--- config.mk ---
export PLATFORM = sky130hd
export DESIGN_NAME = bsg_arb_dff_ctrl
export DESIGN_NICKNAME = d
export VERILOG_FILES = /design/src/rtl/bsg_arb_dff_ctrl.sv
export SDC_FILE = /design/constraint.sdc
export NUM_CORES = 1
export LEC_CHECK = 0
export CAP_MARGIN = 25
export CORE_AREA = 2 2 78 80
export CTS_CLUSTER_DIAMETER = 150
export DETAILED_ROUTE_END_ITERATION = 8
export DIE_AREA = 0 0 80 82
export HOLD_SLACK_MARGIN = 0.08
export PLACE_DENSITY_LB_ADDON = 0.3
export SLEW_MARGIN = 40
export SYNTH_ARGS = -nofsm -noshare
export SYNTH_HDL_FRONTEND = slang
export SYNTH_SLANG_ARGS = --single-unit
--- constraint.sdc ---
create_clock -name clk_i -period 2.8 [get_ports clk_i]
set_input_delay 0.42 -clock clk_i [delete_from_list [all_inputs] [get_ports clk_i]]
set_output_delay 0.42 -clock clk_i [all_outputs]
set_load 0.01 [all_outputs]
--- src/rtl/bsg_arb_dff_ctrl.sv ---
// Round-robin arbiter that feeds a single shared output register (EMPTY/FULL).
// Define BSG_ARB_DFF_CTRL_PIPE_EN to allow a consumed word to be replaced in the same cycle.
module bsg_arb_dff_ctrl #(
  parameter int unsigned width_p   = 16,
  parameter int unsigned num_req_p = 4
) (
  input  logic                                                   clk_i,
  input  logic                                                   reset_n_i,
  input  logic [num_req_p-1:0]                                   v_i,
  input  logic [num_req_p*width_p-1:0]                           data_i,
  output logic [num_req_p-1:0]                                   yumi_o,
  output logic                                                   v_o,
  output logic [width_p-1:0]                                     data_o,
  output logic [((num_req_p > 1) ? $clog2(num_req_p) : 1)-1:0]   tag_o,
  input  logic                                                   yumi_i
);

  localparam int unsigned tag_w = (num_req_p > 1) ? $clog2(num_req_p) : 1;
  localparam int unsigned cnt_w = tag_w + 1;

  typedef enum logic {EMPTY = 1'b0, FULL = 1'b1} state_t;

  state_t             state;
  logic [tag_w-1:0]   ptr;
  logic               load_ok;
  logic               gnt_v;
  logic               found;
  logic [tag_w-1:0]   gnt;
  logic [tag_w-1:0]   idx;
  logic [cnt_w-1:0]   sum;
  logic [width_p-1:0] gnt_data;

  // Cyclic first-valid search starting at ptr; grant is gated by load_ok and reset.
  always_comb begin
    load_ok  = 1'b1;
    found    = 1'b0;
    gnt      = '0;
    idx      = '0;
    sum      = '0;
    gnt_data = '0;
    yumi_o   = '0;
    if (state == FULL) begin
`ifdef BSG_ARB_DFF_CTRL_PIPE_EN
      load_ok = yumi_i;
`else
      load_ok = 1'b0;
`endif
    end
    for (int unsigned i = 0; i < num_req_p; i++) begin
      sum = {1'b0, ptr} + cnt_w'(i);
      if (sum >= cnt_w'(num_req_p)) sum = sum - cnt_w'(num_req_p);
      idx = tag_w'(sum);
      if (!found && v_i[idx]) begin
        found    = 1'b1;
        gnt      = idx;
        gnt_data = data_i[idx*width_p +: width_p];
      end
    end
    gnt_v = found & load_ok & reset_n_i;
    if (gnt_v) yumi_o[gnt] = 1'b1;
  end

  // State, shared register and round-robin pointer.
  always_ff @(posedge clk_i or negedge reset_n_i) begin
    if (!reset_n_i) begin
      state  <= EMPTY;
      data_o <= '0;
      tag_o  <= '0;
      ptr    <= '0;
    end else if (gnt_v) begin
      state  <= FULL;
      data_o <= gnt_data;
      tag_o  <= gnt;
      ptr    <= (gnt == tag_w'(num_req_p - 1)) ? '0 : gnt + tag_w'(1);
    end else if ((state == FULL) && yumi_i) begin
      state <= EMPTY;
    end
  end

  assign v_o = (state == FULL);

`ifndef SYNTHESIS
  // Downstream must never consume while nothing is held.
  a_yumi_while_empty: assert property (@(posedge clk_i) disable iff (!reset_n_i)
    !(yumi_i && (state == EMPTY)));
`endif

endmodule

=== Yosys cells after proc, flatten, opt, wreduce, memory -nomap -nowiden ===
Cells that the tools add are included.

* Memories kept: 0
* Output and inout port bits: 23
* Latch bits: 0
* Register bits after elaboration: 21
* Input port bits: 71
* Memory bits (read-only): 0
* RAM bits: 0
* Word-level logic and storage cells: 69

* Muxes and demuxes: 31
* $mul: 0
* $lt $le $gt $ge: 10
* Eq/ne operators: 1
* Divide/modulo/power cells: 0
* Bitwise gates (word level): 2
* Add/sub/neg operators: 8
* Reduce and logical (&&, ||, !) cells: 9
* Shifts and indexed selects: 4

{| class="wikitable"
|+ Operators with widths
! operator !! count
|-
| variable part select 64 x 7 -> 16 bit || 4
|-
| two-way mux 16 bit || 4
|-
| two-way mux 2 bit || 9
|-
| less-than comparator 2 x 3 -> 1 bit, second input constant || 5
|-
| two-way mux 1 bit || 12
|-
| >= comparator 3 bit, second input constant || 3
|-
| binary-select mux 1 bit (select 2 bit) || 4
|-
| subtractor 2 x 1 -> 2 bit, second input constant || 4
|-
| adder 2 x 2 -> 3 bit, second input constant || 2
|-
| logical AND 1 bit || 5
|-
| two-way mux 4 bit || 1
|-
| adder 2 x 1 -> 3 bit, second input constant || 1
|-
| >= comparator 2 x 3 -> 1 bit, second input constant || 1
|-
| zero test 1 bit || 3
|-
| adder 2 x 1 -> 2 bit, second input constant || 1
|-
| AND 1 bit || 2
|-
| demux 1 bit (select 2 bit) || 1
|-
| equality test 2 bit, second input constant || 1
|-
| >= comparator 2 x 1 -> 1 bit, second input constant || 1
|-
| nonzero test 2 bit || 1
|}

=== Depth between registers and ports, before layout ===
Gate-level depths: netlist of the first run.

* Depth after elaboration: 19
* Mapped depth: 9
* Mapped depth without buffers: 8

=== Least setup slack after synthesis of the first run ===
No wires, ideal clock.

* Path type: register to output
* Start point: register ptr[0]
* End point: output port yumi_o[0]
* Arrival: 1599 ps
* Path slack: 781 ps
* Data required time: 2380 ps
* Cell stages (with the launch flop): 9
* Path buffers: 2
* Cells stage by stage: dfrtp_1 -> buf_4 -> buf_2 -> nor2_1 -> a21o_1 -> a221oi_2 -> inv_2 -> ha_1 -> and2_1

* Cells in the longest elaborated chain, start to end: 19
* Elaborated cells on any way between the ends: 45
* Those cells by class: 7 x add/sub; 6 x order compare; 23 x mux; 2 x bitwise; 7 x reduce/logical

{| class="wikitable"
|+ RTL lines
! element !! RTL line !! RTL
|-
| start: declaration || 24 || <nowiki>logic [tag_w-1:0] ptr;</nowiki>
|-
| start signal: assignment || 74 || <nowiki>ptr <= (gnt == tag_w'(num_req_p - 1)) ? '0 : gnt + tag_w'(1);</nowiki>
|-
| branches (longest 13 deep; another with adder 2 x 1 -> 3 bit) || n/a ||
|-
| two-way mux 2 bit * || 53 || <nowiki>if (!found && v_i[idx]) begin</nowiki>
|-
| via gnt[1] || 28 || <nowiki>logic [tag_w-1:0] gnt;</nowiki>
|-
| less-than comparator 2 x 3 -> 1 bit (not written as such) / >= comparator 2 x 1 -> 1 bit (equally long branches) || 60 || <nowiki>if (gnt_v) yumi_o[gnt] = 1'b1;</nowiki>
|-
| logical AND 1 bit (not written as such) || 60 ||
|-
| two-way mux 1 bit (not written as such) || 60 ||
|-
| demux 1 bit (select 2 bit) * || 60 ||
|-
| two-way mux 4 bit * || 60 ||
|-
| end: declaration || 11 || <nowiki>output logic [num_req_p-1:0] yumi_o,</nowiki>
|}

Mark *: on every way through the listed nets, which the timed path passes. The select of a mux whose other input is x is not followed.

=== Final worst setup path of the first run ===
* Start point: register ptr[1]
* End point: output port yumi_o[3]

The elaborated chain is that of the path after synthesis.

==> flow_summary.html, run 1 <==
<table>
<tr><th>Metric</th><th>Value</th></tr>
<tr><th colspan="2">Status</th></tr>
<tr><td>Result of the run</td><td>finished clean</td></tr>
<tr><th colspan="2">Critical path</th></tr>
<tr><td>Worst setup path startpoint</td><td>ptr[1]$_DFFE_PN0P_</td></tr>
<tr><td>Worst r2r dst</td><td>data_o[5]$_DFFE_PN0P_</td></tr>
<tr><td>Type of element capturing the critical path</td><td>primary output</td></tr>
<tr><td>CP max FO</td><td>7</td></tr>
<tr><td>Endpoint of the most critical setup path</td><td>yumi_o[3]</td></tr>
<tr><td>Register-to-register setup slack</td><td>0.46 ns</td></tr>
<tr><td>Worst Reg-to-Reg Cells</td><td>7</td></tr>
<tr><td>Start-to-end type of the worst setup path</td><td>reg2out</td></tr>
<tr><td>Start of the worst register-to-register path</td><td>ptr[1]$_DFFE_PN0P_</td></tr>
<tr><td>Worst Path Arrival</td><td>2.29 ns</td></tr>
<tr><td>Required time of the worst setup path</td><td>2.38 ns</td></tr>
<tr><td>Startpoint Class</td><td>flop</td></tr>
<tr><th colspan="2">Die</th></tr>
<tr><td>Number of top-level design ports</td><td>94</td></tr>
<tr><td>Die height</td><td>82 µm</td></tr>
<tr><td>Core Area</td><td>0.00575 mm²</td></tr>
<tr><td>Standard-cell rows</td><td>28</td></tr>
<tr><td>Effective utilization at floorplan</td><td>0.480</td></tr>
<tr><td>Die X</td><td>80 µm</td></tr>
<tr><td>Die Area</td><td>0.00656 mm²</td></tr>
<tr><th colspan="2">Clock network</th></tr>
<tr><td>Clock root buffer</td><td>sky130_fd_sc_hd__clkbuf_8</td></tr>
<tr><td>H-tree lvl count</td><td>1</td></tr>
<tr><td>Clock transition at the registers of the reported paths</td><td>0.09 ns</td></tr>
<tr><td>Clock sink total</td><td>21</td></tr>
<tr><td>TritonCTS clock tree</td><td>built</td></tr>
<tr><td>Clock Latency Late Sink</td><td>0.27 ns</td></tr>
<tr><td>Maximum count of clock buffers along a single path</td><td>2</td></tr>
<tr><td>TritonCTS buffer count</td><td>3</td></tr>
<tr><th colspan="2">Final layout</th></tr>
<tr><td>Area growth from synthesis to layout</td><td>40.5%</td></tr>
<tr><td>Most frequent cells in the layout</td><td>sky130_fd_sc_hd__clkdlybuf4s50_1, sky130_fd_sc_hd__nand2_1, sky130_fd_sc_hd__mux2i_1</td></tr>
<tr><td>Leading cell type in the layout, fill and taps excluded</td><td>sky130_fd_sc_hd__clkdlybuf4s50_1</td></tr>
<tr><td>Number of antenna repair diodes</td><td>0</td></tr>
<tr><td>Fraction of layout instances using a drive strength above 1</td><td>0.143</td></tr>
<tr><td>Nets@finish</td><td>495</td></tr>
<tr><td>Post-Route Utilization</td><td>0.674</td></tr>
<tr><th colspan="2">Logic synthesis</th></tr>
<tr><td>Cell count after synthesis</td><td>330</td></tr>
<tr><td>Cell area after technology mapping</td><td>0.00276 mm²</td></tr>
<tr><td>Synth warnings</td><td>0</td></tr>
<tr><td>Synth Area per Inst</td><td>8.36 µm²</td></tr>
<tr><td>Number of distinct library cells after synthesis</td><td>45</td></tr>
<tr><td>Synthesis-stage register bit count</td><td>21</td></tr>
<tr><td>Part of the Yosys area used for sequential elements</td><td>0.191</td></tr>
<tr><td>Dominant cell type by area after synthesis</td><td>sky130_fd_sc_hd__dfrtp_1</td></tr>
<tr><td>Syn Nets</td><td>405</td></tr>
<tr><td>Share of Yosys cell area claimed by the top area cell type</td><td>0.191</td></tr>
<tr><td>Leading cell types by total area after synthesis</td><td>sky130_fd_sc_hd__dfrtp_1, sky130_fd_sc_hd__mux2i_1, sky130_fd_sc_hd__o221ai_1</td></tr>
<tr><th colspan="2">Pwr</th></tr>
<tr><td>Share of total power in combinational logic</td><td>0.742</td></tr>
<tr><td>Net switching power of the design</td><td>0.00147 W</td></tr>
<tr><td>VDD IR-drop max</td><td>426 µV</td></tr>
<tr><td>Switching Fraction</td><td>0.481</td></tr>
<tr><td>Seq pwr share</td><td>0.186</td></tr>
<tr><td>Leakage power</td><td>1.55 nW</td></tr>
<tr><td>Pint</td><td>0.00158 W</td></tr>
<tr><td>Clock network fraction of total power</td><td>0.072</td></tr>
<tr><td>Power density over the cells</td><td>786 mW/mm²</td></tr>
<tr><th colspan="2">Hold path</th></tr>
<tr><td>Start point of the worst min-delay path</td><td>tag_o[1]$_DFFE_PN0P_</td></tr>
<tr><td>Hold crit path type</td><td>reg2reg</td></tr>
<tr><th colspan="2">Drt</th></tr>
<tr><td>DR DRC count</td><td>0</td></tr>
<tr><td>Antenna viol nets, final</td><td>0</td></tr>
<tr><td>Routed wire per std cell</td><td>17.3 µm</td></tr>
<tr><td>1st-iter DRT viols</td><td>245</td></tr>
<tr><td>TritonRoute pass-1 iters</td><td>5</td></tr>
<tr><td>Routed wire length</td><td>8520 µm</td></tr>
<tr><td>Via-per-instance ratio</td><td>6.28</td></tr>
<tr><td>Number of vias after detailed routing</td><td>3,104</td></tr>
<tr><th colspan="2">Timing</th></tr>
<tr><td>Setup skew after layout</td><td>0.00489 ns</td></tr>
<tr><td>Hold Fails Final Rpt</td><td>0</td></tr>
<tr><td>TNS Setup</td><td>0 ns</td></tr>
<tr><td>Post-route fraction of the period consumed by the critical path</td><td>0.969</td></tr>
<tr><td>Setup Viol. Count Final</td><td>0</td></tr>
<tr><td>Tightest hold margin</td><td>0.505 ns</td></tr>
<tr><td>Achievable frequency</td><td>0.369 GHz</td></tr>
<tr><td>Number of slew-limit violations in the final report</td><td>0</td></tr>
<tr><td>Worst Tran Pin Value</td><td>0.609 ns</td></tr>
<tr><td>Relative slew slack</td><td>0.594</td></tr>
<tr><td>Worst-case setup margin in the final layout</td><td>0.0874 ns</td></tr>
<tr><td>Post-layout minimum cycle time</td><td>2.71 ns</td></tr>
<tr><th colspan="2">Global route</th></tr>
<tr><td>Global route total overflow</td><td>0</td></tr>
<tr><td>Pin count of the biggest net entering global routing</td><td>53</td></tr>
<tr><td>GRT Total Usage</td><td>0.260</td></tr>
<tr><td>Via count of the first global-routing pass</td><td>2,953</td></tr>
<tr><td>First-pass GRT wire length</td><td>13,800 µm</td></tr>
<tr><td>Antenna violations before repair</td><td>0</td></tr>
<tr><th colspan="2">Place</th></tr>
<tr><td>Quantity of I/O buffers inserted on ports</td><td>93</td></tr>
<tr><td>Minimum setup slack after placement</td><td>-0.114 ns</td></tr>
<tr><td>Last weighted congestion value of the routability-driven placer</td><td>0.801</td></tr>
<tr><td>Detailed placer's ending HPWL</td><td>6100 µm</td></tr>
<tr><th colspan="2">Flow run</th></tr>
<tr><td>Max cap viols</td><td>0</td></tr>
</table>
## power groups by stage
stage / clock [W] / sequential (W) / combinational, W
after floorplan: 0 / 0.000582 / 0.00154
after detailed placement: 0 / 0.000566 / 0.00223
final: 0.000219 / 0.000567 / 0.00226
after global routing: 0.000231 / 0.000586 / 0.00246
after global placement: 0 / 0.000566 / 0.00215
after CTS: 0.000219 / 0.000563 / 0.00224
## synth_stat cells, drive strengths merged
library cell and instances:
nand2 55, mux2i 48, o221ai 32, buf 25
dfrtp 21, nand3 18, mux2 17, nand4 16
o2111ai 16, o211ai 15, clkbuf 11, o21ai 10
inv 6, nor2 5, and2 4, ha 4
a21oi 3, a31oi 3, nor2b 3, nor3 3
nand4b 2, nor4b 2, a211o 1, a211oi 1
a21o 1, a221oi 1, a2bb2oi 1, a32oi 1
and4b 1, nand2b 1, nor3b 1, o22a 1
o22ai 1
## worst max-delay path: stages (launching register included)
cell	delay (ns)
sky130_fd_sc_hd__dfrtp_4	0.52
sky130_fd_sc_hd__nor2b_4	0.14
sky130_fd_sc_hd__a21o_1	0.20
sky130_fd_sc_hd__a221oi_4	0.33
sky130_fd_sc_hd__ha_1	0.20
sky130_fd_sc_hd__and2_1	0.11
sky130_fd_sc_hd__clkdlybuf4s50_1	0.53
## state kept, by name (all words and copies together), names as in the netlist
signal	cells
data_o	16
ptr	2
tag_o	2
v_o	1
## cell families after synthesis
group,share of synthesized area
buf+inv,0.0826
mux,0.244
fa+ha+maj,0.0181
compound gates,0.255
simple gates,0.210
flops,0.191
## repair_timing
| action | in CTS | in global routing |
|---|---|---|
| pin swaps | 0 | 2 |
| buffers inserted | 0 | 1 |
| endpoints found under the setup margin | 4 | 4 |
| hold buffers | 0 | 0 |
| resized for setup | 2 | 4 |
## metal layers
layer  track usage  part of all wire
met1         0.348              0.44
met4        0.0746             0.013
met3        0.0319             0.067
met2         0.441              0.48
met5             0                 0
## final cells by class
cell class | instances | area (µm²)
well taps | 75 | 93.8
multi-input cells | 267 | 2030
clock inverters | 1 | 5.00
flip-flops and latches | 21 | 531
clock buffers | 3 | 41.3
inverters | 6 | 22.5
repair buffers | 121 | 1150
fillers | 498 | 1870
## stage by stage
stage / instances / instance area, µm² / power, W
floorplan: 330 / 2760 / 0.00212
global placement: 489 / 3800 / 0.00272
detailed placement: 489 / 3800 / 0.00279
CTS: 493 / 3860 / 0.00302
global route: 494 / 3870 / 0.00328
finish: 494 / 3870 / 0.00305
## worst min-delay path by stage
stage | end | slack, ns | cells after the start
global placement | tag_o[1]$_DFFE_PN0P_ | 0.48 | 2
floorplan | data_o[0]$_DFFE_PN0P_ | 0.12 | 0
finish | tag_o[1]$_DFFE_PN0P_ | 0.50 | 2
detailed placement | tag_o[1]$_DFFE_PN0P_ | 0.49 | 2
global route | tag_o[1]$_DFFE_PN0P_ | 0.52 | 2
CTS | tag_o[1]$_DFFE_PN0P_ | 0.51 | 2
Power figures use the tool's default switching activity.
==> inputs of run 2 (changes only) <==
--- a/config.mk
+++ b/config.mk
@@ -11,7 +11,7 @@
 export DETAILED_ROUTE_END_ITERATION = 8
 export DIE_AREA = 0 0 80 82
 export HOLD_SLACK_MARGIN = 0.08
-export PLACE_DENSITY_LB_ADDON = 0.3
+export PLACE_DENSITY_LB_ADDON = 0.25
 export SLEW_MARGIN = 40
 export SYNTH_ARGS = -nofsm -noshare
 export SYNTH_HDL_FRONTEND = slang
==> flow_summary.html, run 2 (synthesized netlist as in run 1, its figures left out) <==
<table>
<tr><th>Metric</th><th>Value</th></tr>
<tr><th colspan="2">Pwr</th></tr>
<tr><td>VDD IR-drop max</td><td>466 µV (+9.4%)</td></tr>
<tr><td>Seq pwr share</td><td>0.183 (-0.003)</td></tr>
<tr><td>Overall power of the completed layout</td><td>0.00309 W (+1.5%)</td></tr>
<tr><td>Switching Fraction</td><td>0.482 (+0.000641)</td></tr>
<tr><td>Clock network fraction of total power</td><td>0.070 (-0.002)</td></tr>
<tr><td>Net switching power of the design</td><td>0.00149 W (+1.6%)</td></tr>
<tr><td>Power density over the cells</td><td>802 mW/mm² (+2.0%)</td></tr>
<tr><td>Pint</td><td>0.00160 W (+1.4%)</td></tr>
<tr><td>Leakage power</td><td>1.52 nW (-2.1%)</td></tr>
<tr><td>Share of total power in combinational logic</td><td>0.747 (+0.005)</td></tr>
<tr><th colspan="2">Critical path</th></tr>
<tr><td>Worst Path Arrival</td><td>2.30 ns (about the same)</td></tr>
<tr><td>Register-to-register setup slack</td><td>0.41 ns (-0.05 ns)</td></tr>
<tr><td>Worst r2r dst</td><td>data_o[8]$_DFFE_PN0P_</td></tr>
<tr><td>Startpoint Class</td><td>flop</td></tr>
<tr><td>Required time of the worst setup path</td><td>2.38 ns (about the same)</td></tr>
<tr><td>CP max FO</td><td>6 (-1)</td></tr>
<tr><td>Type of element capturing the critical path</td><td>primary output</td></tr>
<tr><td>Worst Reg-to-Reg Cells</td><td>8 (+1)</td></tr>
<tr><td>Start-to-end type of the worst setup path</td><td>reg2out</td></tr>
<tr><td>Start of the worst register-to-register path</td><td>ptr[1]$_DFFE_PN0P_</td></tr>
<tr><th colspan="2">Status</th></tr>
<tr><td>Result of the run</td><td>finished clean</td></tr>
<tr><th colspan="2">Final layout</th></tr>
<tr><td>Fraction of layout instances using a drive strength above 1</td><td>0.135 (-0.00793)</td></tr>
<tr><td>Sequential standard cell area</td><td>531 µm² (unchanged)</td></tr>
<tr><td>Number of flip-flops in the largest register</td><td>16 (unchanged)</td></tr>
<tr><td>Number of antenna repair diodes</td><td>0 (unchanged)</td></tr>
<tr><td>Leading cell type in the layout, fill and taps excluded</td><td>sky130_fd_sc_hd__clkdlybuf4s50_1</td></tr>
<tr><td>Area growth from synthesis to layout</td><td>39.8%</td></tr>
<tr><td>Nets@finish</td><td>490 (-1.0%)</td></tr>
<tr><td>Register ranked first by flip-flop count</td><td>data_o</td></tr>
<tr><td>Most frequent cells in the layout</td><td>sky130_fd_sc_hd__clkdlybuf4s50_1, sky130_fd_sc_hd__nand2_1, sky130_fd_sc_hd__mux2i_1</td></tr>
<tr><td>Final Instance Area</td><td>0.00386 mm² (-0.48%)</td></tr>
<tr><td>Footprint of the multi-input gates</td><td>0.00204 mm² (+0.31%)</td></tr>
<tr><td>Number of filler instances in the final layout</td><td>507 (+1.8%)</td></tr>
<tr><td>Largest registers</td><td>data_o x16, ptr x2, tag_o x2</td></tr>
<tr><th colspan="2">Global route</th></tr>
<tr><td>GRT Total Usage</td><td>0.252 (-0.00782)</td></tr>
<tr><td>Pin count of the biggest net entering global routing</td><td>53 (unchanged)</td></tr>
<tr><td>Antenna violations before repair</td><td>0 (unchanged)</td></tr>
<tr><td>Global route total overflow</td><td>0 (unchanged)</td></tr>
<tr><td>First-pass GRT wire length</td><td>13,200 µm (-3.8%)</td></tr>
<tr><td>Via count of the first global-routing pass</td><td>2,842 (-3.8%)</td></tr>
<tr><th colspan="2">Drt</th></tr>
<tr><td>Routed wire length</td><td>8630 µm (+1.3%)</td></tr>
<tr><td>DR DRC count</td><td>0 (unchanged)</td></tr>
<tr><td>Routed wire per std cell</td><td>17.7 µm (+2.3%)</td></tr>
<tr><td>Antenna viol nets, final</td><td>0 (unchanged)</td></tr>
<tr><td>Via-per-instance ratio</td><td>6.40 (+1.9%)</td></tr>
<tr><td>1st-iter DRT viols</td><td>227 (-7.3%)</td></tr>
<tr><td>TritonRoute pass-1 iters</td><td>5 (unchanged)</td></tr>
<tr><td>Number of vias after detailed routing</td><td>3,130 (+0.84%)</td></tr>
<tr><th colspan="2">Place</th></tr>
<tr><td>Standard cell area after detailed placement</td><td>0.00377 mm² (-0.86%)</td></tr>
<tr><td>Detailed placer's ending HPWL</td><td>5850 µm (-4.1%)</td></tr>
<tr><td>Quantity of I/O buffers inserted on ports</td><td>93 (unchanged)</td></tr>
<tr><td>Last weighted congestion value of the routability-driven placer</td><td>0.792 (-1.1%)</td></tr>
<tr><th colspan="2">Timing</th></tr>
<tr><td>Post-route fraction of the period consumed by the critical path</td><td>0.971 (+0.00198)</td></tr>
<tr><td>Number of slew-limit violations in the final report</td><td>0 (unchanged)</td></tr>
<tr><td>Worst Tran Pin Value</td><td>0.770 ns (+0.161 ns)</td></tr>
<tr><td>Post-layout minimum cycle time</td><td>2.72 ns (+0.00554 ns)</td></tr>
<tr><td>Relative slew slack</td><td>0.485 (-0.109)</td></tr>
<tr><td>Hold Fails Final Rpt</td><td>0 (unchanged)</td></tr>
<tr><td>Setup skew after layout</td><td>0.00297 ns (-0.00192 ns)</td></tr>
<tr><td>Setup Viol. Count Final</td><td>0 (unchanged)</td></tr>
<tr><td>Achievable frequency</td><td>0.368 GHz (-0.20%)</td></tr>
<tr><th colspan="2">Hold path</th></tr>
<tr><td>Start point of the worst min-delay path</td><td>tag_o[0]$_DFFE_PN0P_</td></tr>
<tr><td>Worst hold path depth</td><td>2 (unchanged)</td></tr>
<tr><td>End point of the worst hold path</td><td>tag_o[0]$_DFFE_PN0P_</td></tr>
<tr><td>Hold crit path type</td><td>reg2reg</td></tr>
<tr><th colspan="2">Clock network</th></tr>
<tr><td>Clock sink total</td><td>21 (unchanged)</td></tr>
<tr><td>Clock Latency Late Sink</td><td>0.27 ns (about the same)</td></tr>
<tr><td>TritonCTS buffer count</td><td>3 (unchanged)</td></tr>
<tr><td>H-tree lvl count</td><td>1 (unchanged)</td></tr>
<tr><td>CTS hold repair buffers</td><td>0 (unchanged)</td></tr>
<tr><td>TritonCTS clock tree</td><td>built</td></tr>
<tr><td>Clock transition at the registers of the reported paths</td><td>0.09 ns (about the same)</td></tr>
<tr><td>Clock root buffer</td><td>sky130_fd_sc_hd__clkbuf_8</td></tr>
<tr><td>Maximum count of clock buffers along a single path</td><td>2 (unchanged)</td></tr>
<tr><th colspan="2">Die</th></tr>
<tr><td>Effective utilization at floorplan</td><td>0.480 (unchanged)</td></tr>
<tr><td>Die Area</td><td>0.00656 mm² (unchanged)</td></tr>
<tr><td>Standard-cell rows</td><td>28 (unchanged)</td></tr>
<tr><td>Die X</td><td>80 µm (unchanged)</td></tr>
<tr><td>Die height</td><td>82 µm (unchanged)</td></tr>
<tr><td>Core Area</td><td>0.00575 mm² (unchanged)</td></tr>
<tr><td>Number of top-level design ports</td><td>94 (unchanged)</td></tr>
<tr><th colspan="2">Flow run</th></tr>
<tr><td>Max cap viols</td><td>0 (unchanged)</td></tr>
</table>
## run 2: cell types whose count changed in the layout (fill, tap and decap cells not counted), sizes merged
cell	previous run	this run
dlymetal6s2s	3	2
clkinv	1	0
clkbuf	3	4
clkdlybuf4s50	89	90
buf	28	23
## run 2: timing repair
item,4_1_cts,5_1_grt
setup buffers,2,0
pin swaps,1,2
gates resized for setup,3,5
gates cloned,0,0
endpoints found under the setup margin,4,4
## run 2: through the flow
| step | std cells | utilization | setup TNS (ns) | hold WS [ns] | setup slack [ns] |
|---|---|---|---|---|---|
| 2_1_floorplan | 330 | - | 0 | 0.124 | 0.781 |
| 3_3_place_gp | 483 | 0.656 | -0.0504 | 0.484 | -0.0256 |
| 3_5_place_dp | 483 | 0.656 | -0.210 | 0.484 | -0.0841 |
| 4_1_cts | 489 | 0.669 | 0 | 0.507 | 0.0226 |
| 5_1_grt | 489 | 0.671 | -0.0400 | 0.536 | -0.0400 |
| 6_report | 489 | 0.671 | 0 | 0.501 | 0.0819 |
## run 2: worst max-delay path by stage
| stage | from | to | slack [ns] |
|---|---|---|---|
| 2_1_floorplan | ptr[0]$_DFFE_PN0P_ | yumi_o[0] | 0.78 |
| 3_3_place_gp | v_i[3] | yumi_o[0] | -0.03 |
| 3_5_place_dp | v_i[3] | yumi_o[0] | -0.08 |
| 4_1_cts | ptr[1]$_DFFE_PN0P_ | yumi_o[0] | 0.02 |
| 5_1_grt | v_i[2] | yumi_o[3] | -0.04 |
| 6_report | ptr[1]$_DFFE_PN0P_ | yumi_o[3] | 0.08 |
## run 2: cell type report
cell class	count	share of cell area
multi-input combinational	267	0.529
timing repair buffer	116	0.291
sequential	21	0.138
tap	75	0.0243
clock buffer	4	0.0117
inverter	6	0.00584
## run 2: critical path, cell delays in order, from the launching register on
cell and delay, ns:
sky130_fd_sc_hd__dfrtp_4 0.50, sky130_fd_sc_hd__buf_4 0.16, sky130_fd_sc_hd__nand2b_1 0.15, sky130_fd_sc_hd__a21oi_2 0.14, sky130_fd_sc_hd__a21oi_1 0.07, sky130_fd_sc_hd__nand2_2 0.12, sky130_fd_sc_hd__inv_1 0.08, sky130_fd_sc_hd__ha_1 0.19
sky130_fd_sc_hd__and2_1 0.13, sky130_fd_sc_hd__clkdlybuf4s50_1 0.47
## run 2: power by group through the flow
stage | Clock (W) | Combinational (W) | Sequential [W]
finish | 0.000218 | 0.00231 | 0.000566
global route | 0.000227 | 0.00250 | 0.000577
CTS | 0.000223 | 0.00228 | 0.000561
detailed placement | 0 | 0.00223 | 0.000574
global placement | 0 | 0.00217 | 0.000570
floorplan | 0 | 0.00154 | 0.000582
## run 2: per-layer routing
layer,part of all wire,track usage
met5,0,0
met4,0.013,0.0831
met3,0.061,0.0319
met2,0.50,0.440
met1,0.43,0.323
==> inputs of run 3 (changes only) <==
--- a/config.mk
+++ b/config.mk
@@ -6,10 +6,11 @@
 export NUM_CORES = 1
 export LEC_CHECK = 0
 export CAP_MARGIN = 25
-export CORE_AREA = 2 2 78 80
+export CORE_AREA = 2 2 70 72
 export CTS_CLUSTER_DIAMETER = 150
 export DETAILED_ROUTE_END_ITERATION = 8
-export DIE_AREA = 0 0 80 82
+export DIE_AREA = 0 0 72 74
+export DONT_BUFFER_PORTS = 1
 export HOLD_SLACK_MARGIN = 0.08
 export PLACE_DENSITY_LB_ADDON = 0.25
 export SLEW_MARGIN = 40
==> flow_summary.html, run 3 (synthesized netlist as in run 1, its figures left out) <==
<table>
<tr><th>Metric</th><th>Value</th></tr>
<tr><th colspan="2">Status</th></tr>
<tr><td>Result of the run</td><td>finished clean</td></tr>
<tr><th colspan="2">Timing</th></tr>
<tr><td>Worst-case setup margin in the final layout</td><td>0.159 ns (+0.0771 ns)</td></tr>
<tr><td>RSZ-0062 raised after global routing</td><td>no</td></tr>
<tr><td>Post-layout minimum cycle time</td><td>2.64 ns (-0.0771 ns)</td></tr>
<tr><td>Worst Tran Pin Value</td><td>0.624 ns (-0.146 ns)</td></tr>
<tr><td>Setup skew after layout</td><td>0.00492 ns (+0.00195 ns)</td></tr>
<tr><td>TNS Setup</td><td>0 ns (unchanged)</td></tr>
<tr><td>Hold Fails Final Rpt</td><td>0 (unchanged)</td></tr>
<tr><td>Relative slew slack</td><td>0.584 (+0.0989)</td></tr>
<tr><td>Achievable frequency</td><td>0.379 GHz (+2.9%)</td></tr>
<tr><td>Post-route fraction of the period consumed by the critical path</td><td>0.943 (-0.0275)</td></tr>
<tr><td>Setup Viol. Count Final</td><td>0 (unchanged)</td></tr>
<tr><td>Number of slew-limit violations in the final report</td><td>0 (unchanged)</td></tr>
<tr><th colspan="2">Clock network</th></tr>
<tr><td>TritonCTS buffer count</td><td>3 (unchanged)</td></tr>
<tr><td>Maximum count of clock buffers along a single path</td><td>2 (unchanged)</td></tr>
<tr><td>Clock sink total</td><td>21 (unchanged)</td></tr>
<tr><td>Clock root buffer</td><td>sky130_fd_sc_hd__clkbuf_8</td></tr>
<tr><td>H-tree lvl count</td><td>1 (unchanged)</td></tr>
<tr><td>Number of setup buffers added after CTS</td><td>0 (-2)</td></tr>
<tr><td>Clock transition at the registers of the reported paths</td><td>0.09 ns (about the same)</td></tr>
<tr><td>Clock Latency Late Sink</td><td>0.27 ns (about the same)</td></tr>
<tr><td>TritonCTS clock tree</td><td>built</td></tr>
<tr><th colspan="2">Final layout</th></tr>
<tr><td>Leading cell type in the layout, fill and taps excluded</td><td>sky130_fd_sc_hd__nand2_1</td></tr>
<tr><td>Number of filler instances in the final layout</td><td>401 (-21%)</td></tr>
<tr><td>Area growth from synthesis to layout</td><td>1.86%</td></tr>
<tr><td>Number of antenna repair diodes</td><td>0 (unchanged)</td></tr>
<tr><td>Sequential standard cell area</td><td>531 µm² (unchanged)</td></tr>
<tr><td>Register ranked first by flip-flop count</td><td>data_o</td></tr>
<tr><td>Largest registers</td><td>data_o x16, ptr x2, tag_o x2</td></tr>
<tr><td>Number of flip-flops in the largest register</td><td>16 (unchanged)</td></tr>
<tr><td>Fraction of layout instances using a drive strength above 1</td><td>0.141 (+0.00576)</td></tr>
<tr><td>Footprint of the multi-input gates</td><td>0.00202 mm² (-0.86%)</td></tr>
<tr><td>Nets@finish</td><td>388 (-21%)</td></tr>
<tr><td>Most frequent cells in the layout</td><td>sky130_fd_sc_hd__nand2_1, sky130_fd_sc_hd__mux2i_1, sky130_fd_sc_hd__o221ai_1</td></tr>
<tr><th colspan="2">Drt</th></tr>
<tr><td>Number of vias after detailed routing</td><td>2,660 (-15%)</td></tr>
<tr><td>TritonRoute pass-1 iters</td><td>4 (-1)</td></tr>
<tr><td>Via-per-instance ratio</td><td>7.27 (+14%)</td></tr>
<tr><td>DR DRC count</td><td>0 (unchanged)</td></tr>
<tr><td>Routed wire length</td><td>7450 µm (-14%)</td></tr>
<tr><td>1st-iter DRT viols</td><td>254 (+12%)</td></tr>
<tr><td>Antenna viol nets, final</td><td>0 (unchanged)</td></tr>
<tr><td>Routed wire per std cell</td><td>20.3 µm (+15%)</td></tr>
<tr><th colspan="2">Pwr</th></tr>
<tr><td>Power density over the cells</td><td>926 mW/mm² (+15%)</td></tr>
<tr><td>Seq pwr share</td><td>0.285 (+0.102)</td></tr>
<tr><td>Net switching power of the design</td><td>0.00136 W (-8.8%)</td></tr>
<tr><td>VDD IR-drop max</td><td>440 µV (-5.6%)</td></tr>
<tr><td>Switching Fraction</td><td>0.522 (+0.0407)</td></tr>
<tr><td>Pint</td><td>0.00124 W (-22%)</td></tr>
<tr><td>Share of total power in combinational logic</td><td>0.631 (-0.116)</td></tr>
<tr><td>Clock network fraction of total power</td><td>0.084 (+0.014)</td></tr>
<tr><td>Leakage power</td><td>1.07 nW (-29%)</td></tr>
<tr><th colspan="2">Critical path</th></tr>
<tr><td>Start-to-end type of the worst setup path</td><td>reg2out</td></tr>
<tr><td>Type of element capturing the critical path</td><td>primary output</td></tr>
<tr><td>Worst Path Arrival</td><td>2.22 ns (-0.08 ns)</td></tr>
<tr><td>CP max FO</td><td>38 (+32)</td></tr>
<tr><td>Required time of the worst setup path</td><td>2.38 ns (about the same)</td></tr>
<tr><td>Startpoint Class</td><td>flop</td></tr>
<tr><th colspan="2">Place</th></tr>
<tr><td>Quantity of I/O buffers inserted on ports</td><td>0 (-100%)</td></tr>
<tr><td>Last weighted congestion value of the routability-driven placer</td><td>0.878 (+11%)</td></tr>
<tr><td>Detailed placer's ending HPWL</td><td>5240 µm (-10%)</td></tr>
<tr><td>Minimum setup slack after placement</td><td>0.455 ns (+0.539 ns)</td></tr>
<tr><th colspan="2">Die</th></tr>
<tr><td>Effective utilization at floorplan</td><td>0.600 (+0.120)</td></tr>
<tr><td>Number of top-level design ports</td><td>94 (unchanged)</td></tr>
<tr><td>Die height</td><td>74 µm (-9.8%)</td></tr>
<tr><td>Die Area</td><td>0.00533 mm² (-19%)</td></tr>
<tr><td>Core Area</td><td>0.00460 mm² (-20%)</td></tr>
<tr><td>Standard-cell rows</td><td>25 (-11%)</td></tr>
<tr><td>Die X</td><td>72 µm (-10%)</td></tr>
<tr><th colspan="2">Flow run</th></tr>
<tr><td>Max cap viols</td><td>0 (unchanged)</td></tr>
<tr><th colspan="2">Global route</th></tr>
<tr><td>Via count of the first global-routing pass</td><td>2,432 (-14%)</td></tr>
<tr><td>Antenna violations before repair</td><td>0 (unchanged)</td></tr>
<tr><td>Pin count of the biggest net entering global routing</td><td>47 (-11%)</td></tr>
<tr><td>GRT Total Usage</td><td>0.278 (+0.0256)</td></tr>
<tr><td>First-pass GRT wire length</td><td>11,700 µm (-12%)</td></tr>
<tr><td>Global route total overflow</td><td>0 (unchanged)</td></tr>
<tr><th colspan="2">Hold path</th></tr>
<tr><td>Hold crit path type</td><td>in2reg</td></tr>
</table>
[run 3: changes by cell type in the layout (fill, tap and decap cells not counted), sizes merged]
| cell | change |
|---|---|
| dlymetal6s2s | -2 |
| dlygate4sd2 | -1 |
| buf | -10 |
| dlygate4sd3 | +1 |
| clkdlybuf4s50 | -90 |
[run 3: through the flow]
stage / power (W) / hold WS (ns) / utilization / std cells / cell area [µm²]
after detailed placement: 0.00237 / 0.125 / 0.595 / 360 / 2730
after global placement: 0.00232 / 0.125 / 0.595 / 360 / 2730
final: 0.00260 / 0.226 / 0.611 / 366 / 2810
after global routing: 0.00281 / 0.235 / 0.611 / 366 / 2810
after floorplan: 0.00212 / 0.124 / - / 330 / 2760
after CTS: 0.00260 / 0.227 / 0.611 / 366 / 2810
[run 3: what timing repair did]
item,CTS,global route
endpoints found under the hold margin,21,0
gates resized for setup,0,0
hold buffers,2,0
[run 3: path summary, 6_finish.rpt]
kind | slack [ns] | from | cells after the start | end
setup / recovery | 0.16 | ptr[1]$_DFFE_PN0P_ | 6 | yumi_o[0]
hold / removal | 0.23 | yumi_i | 1 | v_o$_DFFE_PN0P_
setup reg to reg | 0.52 | ptr[1]$_DFFE_PN0P_ | 7 | data_o[12]$_DFFE_PN0P_
hold reg to reg | 0.57 | data_o[1]$_DFFE_PN0P_ | 2 | data_o[1]$_DFFE_PN0P_
max in group asynchronous | 2.07 | reset_n_i | 2 | ptr[0]$_DFFE_PN0P_
min in group asynchronous | 0.57 | reset_n_i | 2 | data_o[14]$_DFFE_PN0P_
[run 3: routing by layer]
layer / share of wire / vias up / GRT usage
met5: 0 / - / 0
met3: 0.079 / 8 / 0.0352
li1: - / 1265 / -
met2: 0.50 / 125 / 0.484
met4: 0.011 / 0 / 0.0922
met1: 0.41 / 1262 / 0.360
[run 3: layout make-up]
cell class	count	share of cell area
Inverter	6	0.00802
Clock buffer	4	0.0160
Timing Repair Buffer	14	0.0428
Tap cell	54	0.0241
Sequential cell	21	0.189
Multi-Input combinational cell	267	0.720
[run 3: worst max-delay path, cell delays in order, from the launching register on]
cell	delay [ns]
sky130_fd_sc_hd__dfrtp_4	0.69
sky130_fd_sc_hd__nor2b_4	0.23
sky130_fd_sc_hd__a21o_1	0.18
sky130_fd_sc_hd__a221oi_2	0.38
sky130_fd_sc_hd__inv_2	0.09
sky130_fd_sc_hd__ha_1	0.20
sky130_fd_sc_hd__and2_1	0.17
[run 3: power groups by stage]
stage          logic, W  registers [W]  clock network, W
2_1_floorplan   0.00154       0.000582                 0
3_3_place_gp    0.00158       0.000739                 0
3_5_place_dp    0.00162       0.000748                 0
4_1_cts         0.00164       0.000742          0.000216
5_1_grt         0.00181       0.000777          0.000225
6_report        0.00164       0.000742          0.000219
